### config.mk
export PLATFORM = sky130hd
export DESIGN_NAME = multicycle_controller
export DESIGN_NICKNAME = d
export VERILOG_FILES = /design/src/rtl/multicycle_controller.sv
export SDC_FILE = /design/constraint.sdc
export NUM_CORES = 1
export LEC_CHECK = 0
export ABC_AREA = 1
export BUFFER_PORTS_ARGS = -buffer_cell sky130_fd_sc_hd__buf_2
export CAP_MARGIN = 10
export CORE_MARGIN = 4
export CORE_UTILIZATION = 30
export CTS_CLUSTER_SIZE = 8
export DETAILED_ROUTE_END_ITERATION = 7
export GPL_TIMING_DRIVEN = 0
export SLEW_MARGIN = 40
export SYNTH_ARGS = -nofsm -noshare
export SYNTH_HDL_FRONTEND = slang
export SYNTH_SLANG_ARGS = --single-unit
### constraint.sdc
create_clock -name clk -period 4.1 [get_ports clk]
set_input_delay 0.205 -clock clk [delete_from_list [all_inputs] [get_ports clk]]
set_output_delay 0.205 -clock clk [all_outputs]
set_load 0.02 [all_outputs]
### src/rtl/multicycle_controller.sv
// rtl/multicycle_controller.sv - multi-cycle RV32I controller FSM with memory timeout and sticky trap; MCTRL_PERF_EN adds perf counters
module multicycle_controller #(
    parameter int WAIT_CNT_W     = 8,
    parameter int TIMEOUT_CYCLES = 200
) (
    input  logic        clk,
    input  logic        rst_n,
    input  logic [6:0]  op,
    input  logic [2:0]  funct3,
    input  logic [6:0]  funct7,
    input  logic        Zero,
    input  logic        mem_ready,
    output logic        MemReq,
    output logic        MemWrite,
    output logic        AdrSrc,
    output logic        IRWrite,
    output logic        PCWrite,
    output logic        RegWrite,
    output logic [1:0]  ResultSrc,
    output logic [1:0]  ALUSrcA,
    output logic [1:0]  ALUSrcB,
    output logic [2:0]  ImmSrc,
    output logic [3:0]  ALUControl,
    output logic        shift,
    output logic        retire,
    output logic        trap,
    output logic [1:0]  trap_cause
`ifdef MCTRL_PERF_EN
    ,
    output logic [31:0] instret_count,
    output logic [31:0] stall_count
`endif
);

    localparam logic [6:0] OP_LOAD   = 7'b0000011;
    localparam logic [6:0] OP_STORE  = 7'b0100011;
    localparam logic [6:0] OP_R      = 7'b0110011;
    localparam logic [6:0] OP_I      = 7'b0010011;
    localparam logic [6:0] OP_JAL    = 7'b1101111;
    localparam logic [6:0] OP_JALR   = 7'b1100111;
    localparam logic [6:0] OP_BRANCH = 7'b1100011;
    localparam logic [6:0] OP_LUI    = 7'b0110111;
    localparam logic [6:0] OP_AUIPC  = 7'b0010111;

    // ALU encoding is {funct7[5], funct3} for the R-type operations
    localparam logic [3:0] ALU_ADD  = 4'b0000;
    localparam logic [3:0] ALU_SUB  = 4'b1000;
    localparam logic [3:0] ALU_SLT  = 4'b0010;
    localparam logic [3:0] ALU_SLTU = 4'b0011;

    localparam logic [WAIT_CNT_W-1:0] CNT_MAX   = '1;
    localparam logic [WAIT_CNT_W-1:0] TIMEOUT_V = WAIT_CNT_W'(TIMEOUT_CYCLES);

    typedef enum logic [3:0] {
        S_FETCH, S_DECODE, S_MEMADR, S_MEMREAD, S_MEMWB, S_MEMWRITE, S_EXECR,
        S_EXECI, S_LUI, S_ALUWB, S_JALR, S_JAL, S_BRANCH, S_TRAP
    } state_e;

    state_e                state_q, state_d;
    logic [WAIT_CNT_W-1:0] wait_cnt_q, wait_cnt_d, cnt_inc;
    logic                  trap_q, trap_d;
    logic [1:0]            cause_q, cause_d;

    logic       mem_req, mem_write, adr_src, ir_write, pc_write, reg_write, shift_c, retire_c;
    logic [1:0] result_src, src_a, src_b;
    logic [3:0] alu_ctl;
    logic       waiting, timeout_hit, taken;
    logic       unused_funct7;

    assign unused_funct7 = ^{funct7[6], funct7[4:0]};

    assign cnt_inc     = (wait_cnt_q == CNT_MAX) ? wait_cnt_q : wait_cnt_q + 1'b1;
    assign waiting     = mem_req && !mem_ready;
    assign timeout_hit = (TIMEOUT_CYCLES != 0) && waiting && (cnt_inc >= TIMEOUT_V);
    assign taken       = Zero ^ (funct3[0] ^ funct3[2]);

    always_comb begin
        state_d    = state_q;
        cause_d    = cause_q;
        mem_req    = 1'b0;
        mem_write  = 1'b0;
        adr_src    = 1'b0;
        ir_write   = 1'b0;
        pc_write   = 1'b0;
        reg_write  = 1'b0;
        shift_c    = 1'b0;
        retire_c   = 1'b0;
        result_src = 2'b00;
        src_a      = 2'b00;
        src_b      = 2'b00;
        alu_ctl    = ALU_ADD;
        unique case (state_q)
            S_FETCH: begin
                mem_req = 1'b1;
                if (mem_ready) begin
                    ir_write   = 1'b1;
                    src_b      = 2'b10;
                    result_src = 2'b10;
                    pc_write   = 1'b1;
                    state_d    = S_DECODE;
                end
            end
            S_DECODE: begin
                src_a = 2'b01;
                src_b = 2'b01;
                unique case (op)
                    OP_LOAD, OP_STORE: state_d = S_MEMADR;
                    OP_R:              state_d = S_EXECR;
                    OP_I:              state_d = S_EXECI;
                    OP_JAL:            state_d = S_JAL;
                    OP_JALR:           state_d = S_JALR;
                    OP_BRANCH:         state_d = S_BRANCH;
                    OP_LUI:            state_d = S_LUI;
                    OP_AUIPC:          state_d = S_ALUWB;
                    default: begin
                        state_d = S_TRAP;
                        cause_d = 2'b01;
                    end
                endcase
            end
            S_MEMADR: begin
                src_a   = 2'b10;
                src_b   = 2'b01;
                state_d = (op == OP_LOAD) ? S_MEMREAD : S_MEMWRITE;
            end
            S_MEMREAD: begin
                mem_req = 1'b1;
                adr_src = 1'b1;
                if (mem_ready) state_d = S_MEMWB;
            end
            S_MEMWB: begin
                result_src = 2'b01;
                reg_write  = 1'b1;
                retire_c   = 1'b1;
                state_d    = S_FETCH;
            end
            S_MEMWRITE: begin
                mem_req   = 1'b1;
                mem_write = 1'b1;
                adr_src   = 1'b1;
                if (mem_ready) begin
                    retire_c = 1'b1;
                    state_d  = S_FETCH;
                end
            end
            S_EXECR: begin
                src_a   = 2'b10;
                alu_ctl = {funct7[5] && (funct3 == 3'b000 || funct3 == 3'b101), funct3};
                state_d = S_ALUWB;
            end
            S_EXECI: begin
                // funct7[5] is immediate data except for SRAI
                src_a   = 2'b10;
                src_b   = 2'b01;
                alu_ctl = {funct7[5] && (funct3 == 3'b101), funct3};
                shift_c = (funct3 == 3'b001) || (funct3 == 3'b101);
                state_d = S_ALUWB;
            end
            S_LUI: begin
                src_a   = 2'b11;
                src_b   = 2'b01;
                state_d = S_ALUWB;
            end
            S_ALUWB: begin
                reg_write = 1'b1;
                retire_c  = 1'b1;
                state_d   = S_FETCH;
            end
            S_JALR: begin
                src_a   = 2'b10;
                src_b   = 2'b01;
                state_d = S_JAL;
            end
            S_JAL: begin
                src_a    = 2'b01;
                src_b    = 2'b10;
                pc_write = 1'b1;
                state_d  = S_ALUWB;
            end
            S_BRANCH: begin
                src_a = 2'b10;
                unique case (funct3[2:1])
                    2'b00: alu_ctl = ALU_SUB;
                    2'b10: alu_ctl = ALU_SLT;
                    2'b11: alu_ctl = ALU_SLTU;
                    default: alu_ctl = ALU_ADD;
                endcase
                if (funct3[2:1] == 2'b01) begin
                    state_d = S_TRAP;
                    cause_d = 2'b01;
                end else begin
                    pc_write = taken;
                    retire_c = 1'b1;
                    state_d  = S_FETCH;
                end
            end
            S_TRAP:  state_d = S_TRAP;
            default: state_d = S_FETCH;
        endcase
        if (timeout_hit) begin
            state_d = S_TRAP;
            cause_d = 2'b10;
        end
    end

    assign trap_d = (state_d == S_TRAP);

    always_comb begin
        if (state_d != state_q || (mem_req && mem_ready)) begin
            wait_cnt_d = '0;
        end else if (waiting) begin
            wait_cnt_d = cnt_inc;
        end else begin
            wait_cnt_d = wait_cnt_q;
        end
    end

    always_ff @(posedge clk) begin
        if (!rst_n) begin
            state_q    <= S_FETCH;
            wait_cnt_q <= '0;
            trap_q     <= 1'b0;
            cause_q    <= 2'b00;
        end else begin
            state_q    <= state_d;
            wait_cnt_q <= wait_cnt_d;
            trap_q     <= trap_d;
            cause_q    <= cause_d;
        end
    end

    always_comb begin
        unique case (op)
            OP_STORE:         ImmSrc = 3'b001;
            OP_BRANCH:        ImmSrc = 3'b010;
            OP_LUI, OP_AUIPC: ImmSrc = 3'b011;
            OP_JAL:           ImmSrc = 3'b100;
            default:          ImmSrc = 3'b000;
        endcase
    end

    assign MemReq     = rst_n && mem_req;
    assign MemWrite   = rst_n && mem_write;
    assign AdrSrc     = rst_n && adr_src;
    assign IRWrite    = rst_n && ir_write;
    assign PCWrite    = rst_n && pc_write;
    assign RegWrite   = rst_n && reg_write;
    assign shift      = rst_n && shift_c;
    assign retire     = rst_n && retire_c;
    assign trap       = rst_n && trap_q;
    assign ResultSrc  = rst_n ? result_src : 2'b00;
    assign ALUSrcA    = rst_n ? src_a : 2'b00;
    assign ALUSrcB    = rst_n ? src_b : 2'b00;
    assign ALUControl = rst_n ? alu_ctl : 4'b0000;
    assign trap_cause = rst_n ? cause_q : 2'b00;

`ifdef MCTRL_PERF_EN
    logic [31:0] instret_q, stall_q;

    always_ff @(posedge clk) begin
        if (!rst_n) begin
            instret_q <= '0;
            stall_q   <= '0;
        end else if (state_q != S_TRAP) begin
            if (retire_c) instret_q <= instret_q + 32'd1;
            if (waiting)  stall_q   <= stall_q + 32'd1;
        end
    end

    assign instret_count = rst_n ? instret_q : 32'd0;
    assign stall_count   = rst_n ? stall_q : 32'd0;
`endif

endmodule

# Word level (Yosys, flattened, before mapping)
# Index checks and enable logic that the tools add are counted.
# classes
mux,36
n_eq_ne,34
n_reduce_logical,37
order_cmp,1
n_addsub,1
n_bitwise,3
# op_table
operator,count
$pmux 4 s9,1
$pmux 4 s8,1
$eq 4x4->1 const B,7
$mux 4,6
$pmux 4 s3,2
$eq 7x6->1 const B,3
$eq 7x7->1 const B,3
$eq 4x3->1 const B,4
$mux 2,8
$eq 7x5->1 const B,2
$logic_and 1x1->1,14
$reduce_or 2->1,7
$pmux 2 s3,2
$pmux 3 s4,1
$reduce_or 5->1,2
$mux 1,9
$reduce_or 9->1,1
$add 8x1->8 const B,1
$eq 4x2->1 const B,2
$eq 8x8->1 const B,1
$ge 8x8->1 const B,1
$mux 8,1
$pmux 2 s2,2
$eq 7x2->1 const B,1
other kinds (22),30
# word_totals
regBits,15
in_bits,21
word_cells,117
out_inout_bits,24

# Depth between registers and ports, before layout
# Gate-level depths: netlist of the first run.
# depth
depth_word,9
depth_mapped,15
ltp_nobuf,14

# Worst setup path before layout of the first run
# No wires, ideal clock.
# synth_timing
kind,register to register
from,register wait_cnt_q[0]
to,register wait_cnt_q[5]
n_path_buf,0
path_stages_with_launch,13
t_arrival_ns,1.748
setup_ns,0.078
required_time_ns,4.022
path_slack_ns,2.274
synth_period_minus_slack_ns,1.826
path_cell_list,dfxtp_1 > ha_1 > nand3_2 > inv_2 > nand2_1 > nand3_1 > nor2_1 > nand2_1 > nand2_4 > nand2_2 > a21oi_1 > nand3_4 > nor3_1
# synth_via
elab_chain_len,8
word_cells_on_any_way,9
cone_classes,1 x add/sub; 1 x order compare; 2 x eq/ne; 2 x mux; 3 x reduce/logical
# synth_lines
item,line_no,source
from (decl),60,"logic [WAIT_CNT_W-1:0] wait_cnt_q, wait_cnt_d, cnt_inc;"
from (signal assigned),226,wait_cnt_q <= wait_cnt_d;
$add 8x1->8 / $eq 8x8->1 (equally long branches),72,assign cnt_inc = (wait_cnt_q == CNT_MAX) ? wait_cnt_q : wait_cnt_q + 1'b1;
$mux 8 (*),72,
$ge 8x8->1,74,assign timeout_hit = (TIMEOUT_CYCLES != 0) && waiting && (cnt_inc >= TIMEOUT_V);
$logic_and 1x1->1,74,
$mux 4,200,if (timeout_hit) begin
$ne 4x4->1,209,if (state_d != state_q || (mem_req && mem_ready)) begin
$logic_or 1x1->1,209,
$reduce_or 2->1 (no source line),n/a,
# Mark *: on every way between the ends. The rest lies on a longest branch, timed or not.
# A chain may end at the register's enable or synchronous reset.

# Worst setup path after layout of the first run
# layout_timing
from,register state_q[1]
to,output port retire
# layout_via
elab_chain_len,4
word_cells_on_any_way,7
cone_classes,4 x eq/ne; 1 x mux; 2 x reduce/logical
# layout_lines
item,line_no,source
from (decl),59,"state_e state_q, state_d;"
from (signal assigned),225,state_q <= state_d;
$eq 4x3->1 / $eq 4x4->1 (equally long branches),92,unique case (state_q)
$reduce_or 2->1 (no source line),n/a,
$pmux 1 s3 (*),92,
$logic_and 1x1->1 (*),249,assign retire = rst_n && retire_c;
to (decl),25,"output logic retire,"
# Marks and branches as above.

==> metrics list, run 1 <==
- Dividing the detail-routed wire length by the instance count gives 10.47 µm.
- Of the total synthesized cell area, the portion taken by XOR and XNOR cells is 0.01728.
- Fill cells in the final layout number 569.
- Among all cell types in the netlist, the one instantiated most often is sky130_fd_sc_hd__nand2_1.
- The max-slew violation count was 0.
- The via count of the first global-routing pass is 1618.
* Floorplan die height: a little under 80 µm
- Summed over all nets, the half-perimeter wirelength after detailed placement is approximately 3200 µm.
* Number of iterations in the first detailed-routing pass: 4
- Element type at the critical path end: output pin
* Clock tree from TritonCTS: done
- sky130_fd_sc_hd__dfxtp_1 takes more of the synthesized area than any other cell.
- Non-filler cells in the finished layout: between 300 and 400
- After routing, the total negative slack on setup checks comes to 0 ps.
* Cells taking the most area after synthesis: sky130_fd_sc_hd__dfxtp_1, sky130_fd_sc_hd__nand2_1, sky130_fd_sc_hd__inv_1, sky130_fd_sc_hd__nor2_1, sky130_fd_sc_hd__nand3_1
- Reported leakage power: about 0.95 nW
- Average instance area after synthesis: 5.825 µm²
* First-pass GRT wire length: 6948 µm
* I/O pins: 45
- Synth Instances: 261
- By area, the combinational part of the netlist is dominated by simple AND/OR/NAND/NOR gates.
- The area growth from synthesis to layout is 20.66%.
- Clock tree synthesis selected as its root buffer the cell sky130_fd_sc_hd__clkbuf_8.
- Crit share post-route: 0.5413
- Detailed-route via count: 1717
- Util after Layout: 0.3808
- Port Buffers: 37
* Portion of netlist area occupied by mux cells: 0.006584
* Classification of the worst setup path: reg2out
- Fraction of final layout cells sized beyond drive strength 1: 0.2219
* Final setup skew: 4.062 ps
- Number of cells on the worst hold path: 3
* Remaining DRCs: 0
- Worst hold path type: in2reg
- Bufs on Longest Clock Path: 2
- The final layout contains between 300 and 400 nets.
* Time the worst path needs with I/O delays and setup: between 2000 and 2500 ps
- For this design, the CTS-stage hold fixing added 0 buffers.
* Synth top area share: 0.1975
* Worst relative slew slack: 0.6927
* Initial Utilization: 0.3156
- Endpoint arrival time on the critical path: 2010 ps
- The fraction of the mapped netlist area in compound gates is 0.1407.
* Number of routed nets with antenna violations: 0
* Total Die Area: 0.006270 mm²
- Commonest register cell after synthesis: sky130_fd_sc_hd__dfxtp_1
- Combined global-route utilization of all metal layers: 0.1327
* Core Rows: 25
- The later pin in the worst-skew pair is clocked with a latency of between 200 and 300 ps.
* Placed insts: 365
* Congestion Overflow GR: 0
- From left edge to right edge, the die measures 79.19 µm.
* Achievable clock frequency: 450.6 MHz
- The number of gates resized after CTS was 0.
- Yosys printed 0 warnings.
- Total chip power: 889.6 µW
- In this run the cell area of the synthesized design comes to 0.001520 mm².
- The number of antenna diodes in the final layout is 0.
* # Post-CTS Setup Buffers: 0
- Pin count of the biggest net entering global routing: 11
- After the first detailed-routing iteration, the DRC count stood at 99.
* CORE AREA: 0.004817 mm²
- H-Tree Depth: 1
* Fraction of the mapped netlist area in adder cells: 0.008230
- Worst endpoint required time: 3890 ps
- PD cells: 485.0 mW/mm²
- The commonest cells after synthesis are sky130_fd_sc_hd__nand2_1, sky130_fd_sc_hd__inv_1, sky130_fd_sc_hd__nor2_1.
- STA classifies the critical path startpoint as a flop.
- For this run, asynchronously set or reset flops after synthesis account for 0.
- Setup violations remaining at the end of the flow were counted as 0.
- Number of hold violations in the final report: 0
- Clock sinks: 15
* Maximum fanout along the worst path: 8
- Number of storage elements in the synthesis netlist: 15
* Antenna violations before repair: 0
* Unrepaired setup endpoints after global routing: false
- Clock Pin Slew Worst Setup and Hold Paths: 60 ps
- The run finished with clean final reports.
* Number of enable flip-flop cells after synthesis: 0
- In the routed layout, each cell is associated on average with a via count of 4.653.
- Of the total synthesized cell area, the portion taken by AND, OR, NAND and NOR gates is 0.5053.
* Final wirelength: 3862 µm
- Counting the buffers created by CTS gives 3.
- Of the synthesized area, sequential elements account for 0.1975.
- Max-cap violations: 0
- Maximum VDD drop: 0.1320 mV
- At the end of routability-driven placement, the weighted congestion stood at 0.8876.
* Distinct cells, synth: 34
* Actual transition at the worst max-transition pin: 460.9 ps
- Net count after synthesis: 283
- Worst R2R Path Depth: 12
layout make-up:
type                       instances  area (µm²)  share of cell area
sequential                        15       300.3              0.1637
inverter                          44       170.2             0.09277
multi-input combinational        199        1031              0.5621
timing repair buffer              37       185.2              0.1010
tap                               67       83.83             0.04570
buffer                             3       18.77             0.01023
clock buffer                       4       45.04             0.02456
cells in the final DEF, fill, tap and decap left out, types with 2 or more instances in the layout:
| master | synthesis | final |
|---|---|---|
| sky130_fd_sc_hd__inv_2 | 2 | 2 |
| sky130_fd_sc_hd__dfxtp_1 | 15 | 15 |
| sky130_fd_sc_hd__inv_1 | 40 | 40 |
| sky130_fd_sc_hd__a21oi_1 | 11 | 11 |
| sky130_fd_sc_hd__nor2_1 | 39 | 39 |
| sky130_fd_sc_hd__clkbuf_1 | 2 | 3 |
| sky130_fd_sc_hd__nand4_1 | 3 | 3 |
| sky130_fd_sc_hd__nand2_1 | 65 | 65 |
| sky130_fd_sc_hd__clkbuf_8 | 0 | 3 |
| sky130_fd_sc_hd__nor2_4 | 2 | 2 |
| sky130_fd_sc_hd__nand3_4 | 3 | 3 |
| sky130_fd_sc_hd__nor3_2 | 2 | 2 |
| sky130_fd_sc_hd__nand2_4 | 4 | 4 |
| sky130_fd_sc_hd__nand3_2 | 2 | 2 |
| sky130_fd_sc_hd__o21ai_0 | 12 | 12 |
| sky130_fd_sc_hd__xor2_1 | 3 | 3 |
| sky130_fd_sc_hd__nor3_1 | 8 | 8 |
| sky130_fd_sc_hd__nand2_2 | 5 | 5 |
| sky130_fd_sc_hd__buf_2 | 0 | 37 |
| sky130_fd_sc_hd__o22ai_1 | 3 | 3 |
| sky130_fd_sc_hd__a31oi_1 | 5 | 5 |
| sky130_fd_sc_hd__nand3_1 | 19 | 19 |
| sky130_fd_sc_hd__nor2_2 | 3 | 3 |
registers in the layout, summed over array words and instances, names as in the netlist:
signal      flops
wait_cnt_q      8
state_q         4
cause_q         2
trap_q          1
critical path, stage by stage, from the launching register on:
cell and delay [ps]:
sky130_fd_sc_hd__dfxtp_1 300, sky130_fd_sc_hd__buf_6 130, sky130_fd_sc_hd__nor2_1 280, sky130_fd_sc_hd__inv_1 110, sky130_fd_sc_hd__nor2_1 360, sky130_fd_sc_hd__inv_1 110
sky130_fd_sc_hd__o22ai_1 130, sky130_fd_sc_hd__nand2_1 60, sky130_fd_sc_hd__o21ai_0 90, sky130_fd_sc_hd__buf_2 200
path summary, 6_finish.rpt:
path	startpoint	endpoint	slack, ps
max	state_q[1]	retire	1880
min	rst_n	state_q[2]	400
max reg2reg	wait_cnt_q[0]	wait_cnt_q[6]	1960
min reg2reg	cause_q[1]	cause_q[1]	480
cells by family after synthesis:
logic type / count (synthesis)
AO/OA/AOI/OAI: 37
XOR/XNOR: 3
adder cells (fa/ha/maj): 1
buffers and inverters: 47
flip-flops: 15
multiplexers: 1
AND/OR/NAND/NOR: 157
per-stage QoR:
stage | worst slack (ps) | hold WS [ps] | cell area (µm²)
after global routing | 1635 | 465.0 | 1834
after floorplan | 2274 | 455.8 | 1520
final | 1881 | 403.2 | 1834
after detailed placement | 1949 | 473.7 | 1789
after global placement | 1974 | 470.9 | 1789
after CTS | 1911 | 414.5 | 1834
power breakdown:
part	internal, mW	switching, mW	total (mW)	leakage (nW)
clock network	0.0689	0.0520	0.121	0.0228
registers	0.171	0.0294	0.201	0.122
logic	0.182	0.386	0.568	0.806
total	0.423	0.467	0.890	0.950
routing by layer:
metal  global-route usage  vias up  share of wire
met1               0.1702      757           0.48
met4              0.03780        0          0.018
met2               0.2298       34           0.47
met3              0.01927        8          0.030
met5                    0        -              0
li1                     -      918              -
(Power assumes the default switching activity.)
==> inputs of run 2 (changes only) <==
clock period = 2.2 ns   (was 4.1 ns; I/O delays follow)
==> metrics list, run 2 (synthesis results as in run 1) <==
* Run status: completed
- Die extent in x: 79.19 µm
- Root Buffer: sky130_fd_sc_hd__clkbuf_8
* Number of antenna cells inserted: 0
* Routed length per instance: ~11 µm
* H-Tree Depth: 1
- In this run, CTS created clock tree buffers numbering 3.
- Entering global routing, the biggest net connects 11 pins.
* Total half-perimeter wirelength after legalization and detailed placement: 3161 µm
- Crit share post-route: 0.9054
* Iteration-0 DRC Markers: 88
- Maximum fanout along the worst path: 8
- First-pass GRT wire length: 6948 µm
* Endpoint arrival time on the critical path: 2170 ps
- Maximum VDD drop: 0.2576 mV
- Actual transition at the worst max-transition pin: ~460 ps
- Counting along the longest clock path gives a buffer depth of 2.
- Leading registers by flop count: wait_cnt_q (8), state_q (4), cause_q (2)
- The register with the most flip-flops in the layout has 8 of them.
* Congestion Overflow GR: 0
- Routability-driven placement finished with a final weighted congestion of 0.8876.
- For this run, the total global-route usage over all layers was measured as 0.1327.
* Area growth from synthesis to final layout: 23.70%
- Across all layers, the routed design uses roughly 1700 vias.
* Number of max-slew violations in the final report: 0
- PD cells: 902.3 mW/mm²
* Floorplan die height: 79.19 µm
* Nets@finish: 327
- Element type at the critical path end: flop
- Using the TritonRoute via totals, the vias-per-cell ratio works out to 4.652.
- Clock latency on the worst-skew pair: 250 ps
* Worst hold path type: in2reg
- The die covers between 0.006 and 0.007 mm².
- STA puts the critical path data required time at 2370 ps.
- Reported leakage power: between 0.9 and 1 nW
- Final wirelength: 3913 µm
- Timing would allow up to 502.0 MHz.
* Util after Layout: 0.3904
* Number of hold violations in the final report: 0
* Number of routed nets with antenna violations: 0
* Core Rows: 25
- Setup total negative slack on the finished layout was measured at 0 ps.
- Commonest cells after routing, fill and taps aside: sky130_fd_sc_hd__nand2_1, sky130_fd_sc_hd__inv_1, sky130_fd_sc_hd__nor2_1, sky130_fd_sc_hd__buf_2, sky130_fd_sc_hd__nand3_1
- Classification of the worst setup path: reg2reg
* Time the worst path needs with I/O delays and setup: between 1500 and 2000 ps
- Setup violations, final: 0
- The pre-antenna-repair detailed-routing pass consisted of 4 iterations.
- Leaving out fill and tap cells, the most frequent cell in the layout is sky130_fd_sc_hd__nand2_1.
- Post-CTS Hold Fix Bufs: 0
* I/O pins: 45
* Worst relative slew slack: 0.6947
- TritonCTS built the clock tree.
- CORE AREA: 0.004817 mm²
- The via count of the first global-routing pass was between 1500 and 2000.
- More flip-flops sit in one register than any other, and that register is wait_cnt_q.
* Initial Utilization: 0.3156
- Unrepaired setup endpoints after global routing: false
- Remaining DRCs: 0
* Max-cap violations: 0
- The initial antenna violation count came to 0.
- Port Buffers: 37
- The clock drives 15 sinks.
- For the final database, setup skew stands at 2.610 ps.
* Fraction of final layout cells sized beyond drive strength 1: 0.2467
- Nature of the critical path startpoint: flop
* Clock Pin Slew Worst Setup and Hold Paths: 60 ps
run 2: cell types whose count changed in the layout (fill, tap and decap cells not counted):
| cell | before | now |
|---|---|---|
| sky130_fd_sc_hd__a21oi_1 | 11 | 10 |
| sky130_fd_sc_hd__a21oi_2 | 0 | 1 |
| sky130_fd_sc_hd__buf_4 | 0 | 2 |
| sky130_fd_sc_hd__nand2_1 | 65 | 64 |
| sky130_fd_sc_hd__nand2_2 | 5 | 6 |
| sky130_fd_sc_hd__nor2_1 | 39 | 37 |
| sky130_fd_sc_hd__nor2_4 | 2 | 4 |
| sky130_fd_sc_hd__nor3_1 | 8 | 6 |
| sky130_fd_sc_hd__nor3_2 | 2 | 4 |
run 2: power by group:
part	total (mW)	internal, mW	switching [mW]
combinational	1.09	0.351	0.741
sequential	0.379	0.319	0.0595
clock	0.226	0.128	0.0981
total	1.70	0.798	0.898
run 2: path summary, 6_finish.rpt:
kind | from | endpoint | slack, ps | cells after the start
hold / removal | rst_n | state_q[2] | 300 | 3
setup / recovery | state_q[3] | wait_cnt_q[6] | 210 | 13
hold reg to reg | cause_q[1] | cause_q[1] | 480 | 2
setup reg to reg | state_q[3] | wait_cnt_q[6] | 210 | 13
run 2: per-layer routing:
metal  part of all wire  track usage
met1               0.47       0.1702
met2               0.49       0.2298
met5                  0            0
met3              0.033      0.01927
met4             0.0079      0.03780
run 2: final cells by class:
| class | count | area [µm²] |
|---|---|---|
| clock buffer | 4 | 45.04 |
| tap | 67 | 83.83 |
| sequential | 15 | 300.3 |
| timing repair buffer | 39 | 200.2 |
| fill | 566 | 2937 |
| multi-input combinational | 199 | 1062 |
| inverter | 44 | 170.2 |
| buffer | 3 | 18.77 |
run 2: per-stage QoR:
stage	instance area, µm²	power [mW]	std cells	setup WS [ps]	hold WS, ps
after global routing	1881	1.863	371	4.879	369.2
after detailed placement	1789	1.444	365	49.13	473.7
after CTS	1834	1.676	369	41.77	319.5
final	1881	1.697	371	208.1	301.2
after global placement	1789	1.451	365	73.87	470.9
after floorplan	1520	1.203	261	373.9	370.1
run 2: critical path, cell delays in order (launching register included):
cell                      delay [ps]
sky130_fd_sc_hd__dfxtp_1         390
sky130_fd_sc_hd__nor2_2          290
sky130_fd_sc_hd__nand2_2         140
sky130_fd_sc_hd__nand3_4         110
sky130_fd_sc_hd__nand2_4          90
sky130_fd_sc_hd__inv_6           100
sky130_fd_sc_hd__nand2_4          50
sky130_fd_sc_hd__nor2_4          100
sky130_fd_sc_hd__nand2_4         100
sky130_fd_sc_hd__nand2_4          80
sky130_fd_sc_hd__inv_2            40
sky130_fd_sc_hd__nand2_2          60
sky130_fd_sc_hd__nand3_4         130
sky130_fd_sc_hd__nor3_1          210
run 2: timing repair:
| item | CTS | global route |
|---|---|---|
| buffers inserted | 0 | 2 |
| resized for setup | 0 | 8 |
| setup endpoints to repair | 0 | 10 |
==> inputs of run 3 (changes only) <==
CTS_CLUSTER_DIAMETER = 30   (was not set)
clock period = 2.1 ns   (was 2.2 ns; I/O delays follow)
==> metrics list, run 3 (synthesis results as in run 1) <==
* Final wirelength: 4018 µm
- Global routing finished with a remaining overflow of 0.
- Dividing total power by cell area gives a power density of 939.9 mW/mm².
* Crit path capture: wait_cnt_q[4]
* Non-filler cells in the finished layout: between 300 and 400
- STA puts the critical path data arrival time at around 2100 ps.
* Initial Utilization: 0.3156
- The number of placed instances, taps included, is 365.
* Max stage delay cell, worst path: sky130_fd_sc_hd__dfxtp_4
- Number of routed nets with antenna violations: 0
- In this run the worst hold path is classified as in2reg.
* Nets@finish: 332
- Counting flops per register, the top entry is wait_cnt_q.
- CTS placed an instance of sky130_fd_sc_hd__clkbuf_8 at the clock tree root.
- Number of max-slew violations in the final report: 0
- The total count of hold-check failures in the final report is 0.
- between 40 and 50 I/O pins were placed.
- H-Tree Depth: 1
- From left edge to right edge, the die measures between 70 and 80 µm.
- Reported leakage power: a little over 1 nW
* Clock sinks: 15
- The worst-case IR drop observed on VDD is 0.2836 mV.
- The worst hold path was traced through 3 stages.
* Clock tree from TritonCTS: done
* Combined global-route utilization of all metal layers: 0.1325
- In this run the register-to-register setup slack is between 150 and 200 ps.
- Leading registers by flop count: wait_cnt_q (8), state_q (4), cause_q (2)
* Pin count of the biggest net entering global routing: 11
* Unrepaired setup endpoints after global routing: false
- Number of vias per cell after detailed routing: 4.705
* Final setup skew: around 2.7 ps
- Setup violations remaining at the end of the flow were counted as 0.
- For this run, the slowest stage of the critical path takes 380 ps.
* Core Rows: 25
- Classification of the worst setup path: reg2reg
- The detailed router placed ~1800 vias in this run.
* Port Buffers: 37
- The tool flagged a number of max-cap violations equal to 0.
- Floorplan die height: 79.19 µm
- At the end of routability-driven placement, the weighted congestion stood at 0.8876.
- Number of global-route vias before repair: 1612
- Of the cells placed in the final design, the portion with a size suffix greater than 1 is 0.3010.
* Area growth from synthesis to final layout: 30.21%
* Crit. Startpoint: state_q[0]
- In this run the critical register-to-register path is captured at wait_cnt_q[4].
- Once detailed placement completed, the half-perimeter wirelength came to 3161 µm.
- Routed length per instance: 10.69 µm
- At the pin with the least slew margin, the transition time is between 400 and 500 ps.
- Clock Pin Slew Worst Setup and Hold Paths: 60 ps
- Leaving out fill and tap cells, the most frequent cells in the layout are sky130_fd_sc_hd__nand2_1, sky130_fd_sc_hd__inv_1, sky130_fd_sc_hd__buf_2.
* Iteration-0 DRC Markers: 90
* Total Die Area: ~0.0063 mm²
- Once layout is done, the placed cells without fillers occupy 0.001979 mm².
* Worst flop-to-flop path startpoint: state_q[0]
- Most common cell after layout, fill and taps aside: sky130_fd_sc_hd__nand2_1
* Number of flip-flops under the largest register name: 8
- The first global-routing pass estimated 6934 µm of wire.
- Num CTS Buffers: 3
- After detailed placement, the total cell area comes to 0.001789 mm².
* Remaining DRCs: 0
- Run status: completed
* Number of iterations in the first detailed-routing pass: 4
- CORE AREA: 0.004817 mm²
- Of the available clock period, the critical path in the final layout requires 0.9202.
* Number of antenna cells inserted: 0
* Most used cell along the critical path: sky130_fd_sc_hd__nand2_4
- Static timing analysis puts the maximum clock frequency at 517.5 MHz.
- Element type at the critical path end: flop
* Critical Path, Cell by Cell: inv_1 > nor2_4 > nand2_2 > nand3_4 > nand2_4 > inv_6 > nand2_4 > nor2_4 > nand2_4 > nand3_2 > nand2_1 > nand2_1 > nand3_4 > nor3_2
* Bufs on Longest Clock Path: 2
- Counting cells, the worst reg-to-reg path comes to 14.
- STA classifies the critical path startpoint as a flop.
- Measured against its own limit, the worst slew margin works out to 0.6903.
- The later pin in the worst-skew pair is clocked with a latency of 250 ps.
* Final worst hold slack: approximately 300 ps
- Time the worst path needs with I/O delays and setup: 1932 ps
- Maximum fanout along the worst path: 8
- Data on the critical path is required at its endpoint by 2270 ps.
- Antenna violations before repair: 0
run 3: power by group:
part | internal, mW | total [mW] | switching, mW
sequential | 0.347 | 0.423 | 0.0760
combinational | 0.400 | 1.20 | 0.802
clock | 0.134 | 0.235 | 0.101
total | 0.881 | 1.86 | 0.979
run 3: layer usage:
| layer | track usage | vias to the layer above | share of wire |
|---|---|---|---|
| li1 | - | 930 | - |
| met1 | 0.1702 | 798 | 0.47 |
| met2 | 0.2290 | 35 | 0.48 |
| met3 | 0.01927 | 6 | 0.034 |
| met4 | 0.03780 | 0 | 0.015 |
| met5 | 0 | - | 0 |
run 3: how the worst min path moves through the flow:
stage,to,from
after CTS,state_q[2],rst_n
after floorplan,ALUControl[2],funct3[2]
after global placement,cause_q[1],cause_q[1]
after detailed placement,cause_q[1],cause_q[1]
final,state_q[2],rst_n
after global routing,wait_cnt_q[7],mem_ready
run 3: area by class of cell:
cell class,count,area (µm²)
flip-flops and latches,15,311.5
fillers,556,2838
well taps,67,83.83
repair buffers,44,237.7
multi-input cells,199,1112
clock buffers,4,45.04
plain buffers,3,18.77
inverters,44,170.2
run 3: critical path, delay by kind of cell (launching register included):
kind | cells | cell delay, ps
simple gates | 12 | 1270
flops | 1 | 380
buf+inv | 2 | 200
run 3: repair_timing:
action                                  4_1_cts  5_1_grt
pin swaps                                     0        5
gates resized for setup                       1       26
buffers inserted                              0        7
endpoints found under the setup margin        8       14
cloned                                        0        0
hold buffers                                  0        0
run 3: stage by stage:
stage	setup TNS, ps	power (mW)	util	worst slack, ps
global route	0	2.027	0.4109	8.502
global placement	-138.4	1.520	0.3714	-26.13
floorplan	0	1.260	-	273.9
finish	0	1.860	0.4109	167.6
detailed placement	-269.6	1.513	0.3714	-50.87
CTS	0	1.756	0.3813	11.16
